File: config.mk
export PLATFORM = sky130hd
export DESIGN_NAME = fetch_reader_flat
export DESIGN_NICKNAME = d
export VERILOG_FILES = /design/src/rtl/fetch_reader_if.sv /design/src/rtl/fetch_reader.sv /design/src/flat_wrapper.sv
export SDC_FILE = /design/constraint.sdc
export NUM_CORES = 1
export LEC_CHECK = 0
export CORE_MARGIN = 5
export CORE_UTILIZATION = 38
export DETAILED_ROUTE_END_ITERATION = 12
export PLACE_DENSITY_LB_ADDON = 0.2
export SYNTH_ARGS = -nofsm -noshare
export SYNTH_HDL_FRONTEND = slang
export SYNTH_SLANG_ARGS = --single-unit
File: constraint.sdc
create_clock -name clk -period 3.72 [get_ports clk]
set_input_delay 0.558 -clock clk [delete_from_list [all_inputs] [get_ports clk]]
set_output_delay 0.558 -clock clk [all_outputs]
set_load 0.005 [all_outputs]
File: src/rtl/fetch_reader_if.sv
// Memory-bus bundle between fetch_reader (master) and the memory (slave).
interface fetch_reader_if #(
  parameter int WIDTH = 32,
  parameter int AW    = 32
);
  logic [AW-1:0]    mbus_addr;
  logic             mbus_ren;
  logic             mbus_wait;
  logic [WIDTH-1:0] mbus_din;

  modport master (output mbus_addr, output mbus_ren, input mbus_wait, input mbus_din);
  modport slave  (input mbus_addr, input mbus_ren, output mbus_wait, output mbus_din);
endinterface

File: src/rtl/fetch_reader.sv
// Single-word memory reader: issues one bus read per start, waits out mbus_wait
// with a bounded timeout, and hands the word to a downstream register via wen.
//
// state  | meaning
// -------+---------------------------------------------------------
// IDLE   | waiting for start
// REQ    | first bus cycle of a read (ren high)
// WAIT   | memory stalled; counting wait cycles toward TMO
// DONE   | word captured into dout; wen pulses for this cycle
// ERR    | timed out; err pulses for this cycle, dout untouched
module fetch_reader #(
  parameter int WIDTH = 32,
  parameter int AW    = 32,
  parameter int TMO   = 15
) (
  input  logic             clk,
  input  logic             reset,
  input  logic             start,
  input  logic [AW-1:0]    addr_in,
  input  logic             abort,
  output logic             busy,
  output logic [WIDTH-1:0] dout,
  output logic             wen,
  output logic             err,
  fetch_reader_if.master   mbus
);

  typedef enum logic [2:0] {
    S_IDLE,
    S_REQ,
    S_WAIT,
    S_DONE,
    S_ERR
  } state_t;

  localparam logic [7:0] TMO_C = 8'(TMO);

  state_t           state_q, state_d;
  logic [AW-1:0]    addr_q, addr_d;
  logic [7:0]       cnt_q, cnt_d;
  logic [WIDTH-1:0] dout_q, dout_d;

  always_ff @(posedge clk) begin
    if (reset) begin
      state_q <= S_IDLE;
      addr_q  <= '0;
      cnt_q   <= '0;
      dout_q  <= '0;
    end else begin
      state_q <= state_d;
      addr_q  <= addr_d;
      cnt_q   <= cnt_d;
      dout_q  <= dout_d;
    end
  end

  // abort is checked first in REQ/WAIT so it beats both completion and timeout
  always_comb begin
    state_d = state_q;
    addr_d  = addr_q;
    cnt_d   = cnt_q;
    dout_d  = dout_q;
    case (state_q)
      S_IDLE: begin
        if (start) begin
          addr_d  = addr_in;
          cnt_d   = '0;
          state_d = S_REQ;
        end
      end
      S_REQ: begin
        if (abort) begin
          state_d = S_IDLE;
        end else if (!mbus.mbus_wait) begin
          dout_d  = mbus.mbus_din;
          state_d = S_DONE;
        end else begin
          cnt_d   = 8'd1;
          state_d = S_WAIT;
        end
      end
      S_WAIT: begin
        if (abort) begin
          state_d = S_IDLE;
        end else if (!mbus.mbus_wait) begin
          dout_d  = mbus.mbus_din;
          state_d = S_DONE;
        end else if (cnt_q == TMO_C) begin
          state_d = S_ERR;
        end else begin
          cnt_d = cnt_q + 8'd1;
        end
      end
      S_DONE:  state_d = S_IDLE;
      S_ERR:   state_d = S_IDLE;
      default: state_d = S_IDLE;
    endcase
  end

  assign busy           = (state_q != S_IDLE);
  assign wen            = (state_q == S_DONE);
  assign err            = (state_q == S_ERR);
  assign dout           = dout_q;
  assign mbus.mbus_ren  = (state_q == S_REQ) || (state_q == S_WAIT);
  assign mbus.mbus_addr = addr_q;

endmodule

File: src/flat_wrapper.sv
// flat-port wrapper written by rule: the top's interface ports become plain ports
module fetch_reader_flat 
#(
  parameter int WIDTH = 32,
  parameter int AW    = 32,
  parameter int TMO   = 15
)
  (clk, reset, start, addr_in, abort, busy, dout, wen, err, mbus_mbus_addr, mbus_mbus_ren, mbus_mbus_wait, mbus_mbus_din);
  fetch_reader_if #(.WIDTH(WIDTH), .AW(AW)) mbus_i ();
  input  logic clk;
  input  logic reset;
  input  logic start;
  input  logic [AW-1:0] addr_in;
  input  logic abort;
  output logic busy;
  output logic [WIDTH-1:0] dout;
  output logic wen;
  output logic err;
  output wire logic [$bits(mbus_i.mbus_addr)-1:0] mbus_mbus_addr;
  output wire logic [$bits(mbus_i.mbus_ren)-1:0] mbus_mbus_ren;
  input wire logic [$bits(mbus_i.mbus_wait)-1:0] mbus_mbus_wait;
  input wire logic [$bits(mbus_i.mbus_din)-1:0] mbus_mbus_din;
  assign mbus_mbus_addr = mbus_i.mbus_addr;
  assign mbus_mbus_ren = mbus_i.mbus_ren;
  assign mbus_i.mbus_wait = mbus_mbus_wait;
  assign mbus_i.mbus_din = mbus_mbus_din;
  fetch_reader #(.WIDTH(WIDTH), .AW(AW), .TMO(TMO)) u_core (.clk(clk), .reset(reset), .start(start), .addr_in(addr_in), .abort(abort), .busy(busy), .dout(dout), .wen(wen), .err(err), .mbus(mbus_i));
endmodule
==> results.cfg <==
[routing]
drtIter0Drc = 52
top_layer_used = met4
m1WireLength_mm = 3.34
drc_errors = 0
avgViaCountPerCell = 4.79
wl_per_cell_um = 13.9
dr.pass1.iters = 4
route.met2.wl_mm = 3.91
route.met3.wl_um = 748
via_count = 2808
ant_nets = 0
drt-total-wl_mm = 8.17

[timing]
drv_slew = 0
grt_setup_unrepaired = no
tightest_slew_ns = 1.11
slew_headroom = 0.257
tns_ns = 0
finalSetupViolCount = 0
clock.fmax_mhz = 421
post-route-period-util = 0.638
hold_viol = 0
fin_skew_ns = 0.0121
finalCriticalPeriod_ns = 2.37

[floorplan]
row_count = 31
coreArea_um2 = 7330
start_util = 0.396
die_area_um2 = 9480
die_x_um = 97.4
die_y_um = 97.4
io_pins = 137

[global_routing]
grt_usage = 0.174
grt_pass1_wl_mm = 13.5
grt_max_degree = 72
grt-ovfl-total = 0
first_global_vias = 2804
antenna_found_initial = 0

[power]
internal_power_mw = 1.31
p_sw_mw = 0.408
p_seq_frac = 0.497
leakagePower_nw = 1.60
p_sw_frac = 0.237
total_power_mw = 1.72
pwr_density_cell_nw_per_um2 = 385
power_frac_comb = 0.143
ir_drop_v = 0.000199
clkPwrFrac = 0.360

[synthesis]
postSynthAreaPerCell_um2 = 8.15
netlist_top_cells_count = nand2_1 (135), dfxtp_1 (75), a21oi_1 (66)
ys_async_sr_fraction = 0
yosys_most_used_dff = dfxtp_1
ys_warn_count = 0
synth_top_area_cell = dfxtp_1
synth_top_area_share = 0.518
netlist_area_um2 = 2900
synthTopCellsByArea = dfxtp_1 (52%), nand2_1 (17%), a21oi_1 (11%), clkbuf_1 (1.8%), buf_6 (1.2%)
ys_types = 41
synth.most_common_cell = nand2_1
synth-seq-area-share = 0.518
syn_inst = 356
synth_seq_cells = 75
synth_fp_nets = 426
synth-edff-count = 0

[place]
port_buffers = 136
dp.cells = 570
gp_congestion = 0.770
dp_hpwl_mm = 5.69

[clock_tree]
cts_tree = done
post_cts_buffers = 0
hold_buffers = 0
htreeDepth = 3
clk_latency_ns = 0.34
clk_pin_slew_ns = 0.08
cts_resized = 0
root_buffer = clkbuf_8
cts.sinks = 75
max-clock-path-buffers = 2
cts_buffers = 9

[critical_path]
critPathSlowestCell = dfxtp_1
endpoint_kind = output port
crit_path_start_kind = flip-flop
max_stage_delay_ns = 0.53
crit_family = flip-flops
crit_buf_inv = 1
worstSetupPathType = reg2out
path_cells = nand2b_1 -> a21oi_1 -> clkdlybuf4s50_1
cp.arrival_ns = 1.82
critPathRequiredTime_ns = 3.16
timing.critical_path.fanout_max = 9

[cells_and_area]
layout.nets = 552
final_cells = 586
diodes = 0
drive_gt1_frac = 0.0534
area_delta_synth_final_pct = 54.2

[hold_path]
min_path_type = reg2reg

[flow_run]
drv_cap = 0

[outcome]
status = finished, final reports clean
[worst register-to-register path: stages, from the launching register on]
cell and delay, ns:
dfxtp_1 0.47, nor3_1 0.36, and2_1 0.92, nand2_1 0.15, a21oi_1 0.16
[routing by layer]
layer,up-vias,global-route usage
met1,1264,0.191
met4,0,0.0682
met2,90,0.290
li1,1440,-
met3,14,0.0804
met5,-,0
[power by group through the flow]
stage	Sequential [mW]	Clock, mW	Combinational (mW)
2_1_floorplan	0.874	0	0.0919
3_3_place_gp	0.872	0	0.246
3_5_place_dp	0.874	0	0.248
4_1_cts	0.855	0.638	0.250
5_1_grt	0.859	0.676	0.270
6_report	0.855	0.620	0.246
[cells in the final DEF, fill, tap and decap left out, types with 2 or more instances in the layout]
cell type,count
o31ai_1,2
clkbuf_1,2
and2_1,2
nand2_1,135
buf_4,2
o211ai_1,2
or2b_2,2
nor2_1,6
a211o_1,3
o21ai_0,2
and3_1,2
nand2b_1,2
nor3_1,5
clkbuf_8,10
clkinv_2,2
dfxtp_1,75
clkdlybuf4s50_1,135
a21oi_1,66
nand3_1,3
a21o_1,2
o21ai_1,2
[cell type report]
cell class | count | area, um2
clock inverter | 4 | 48.8
inverter | 1 | 3.75
tap | 99 | 124
sequential | 75 | 1500
clock buffer | 12 | 145
multi-input combinational | 257 | 1280
fill | 657 | 2860
timing repair buffer | 138 | 1370
[sequential cells by signal (all words and copies together), names as in the netlist]
name / flops
u_core.cnt_q: 8
u_core.dout: 32
u_core.mbus.mbus_addr: 32
u_core.state_q: 3
[path summary, 6_finish.rpt]
| check | start | endpoint | slack (ns) | cells past startpoint |
|---|---|---|---|---|
| worst max-delay path | u_core.state_q[0] | mbus_mbus_ren | 1.35 | 3 |
| worst min-delay path | u_core.dout[16] | u_core.dout[16] | 0.45 | 2 |
| worst max register to register | u_core.state_q[2] | u_core.mbus.mbus_addr[30] | 1.58 | 4 |
| worst min register to register | u_core.dout[16] | u_core.dout[16] | 0.45 | 2 |
[per-stage QoR]
stage                      util  setup WS (ns)  hold slack (ns)  area, um2
after floorplan               -           2.02            0.453       2900
after global placement    0.584           1.36            0.440       4280
after detailed placement  0.584           1.31            0.446       4280
after CTS                 0.610           1.33            0.456       4470
after global routing      0.610           1.22            0.469       4470
final                     0.610           1.35            0.454       4470
[cell families after synthesis]
family / after synthesis / share of synthesized area
AND/OR/NAND/NOR: 169 / 0.256
AO/OA/AOI/OAI: 87 / 0.181
flip-flops: 75 / 0.518
buffers and inverters: 24 / 0.0414
adder cells (fa/ha/maj): 1 / 0.00431
Note: power is estimated with default switching activity, not from simulation.
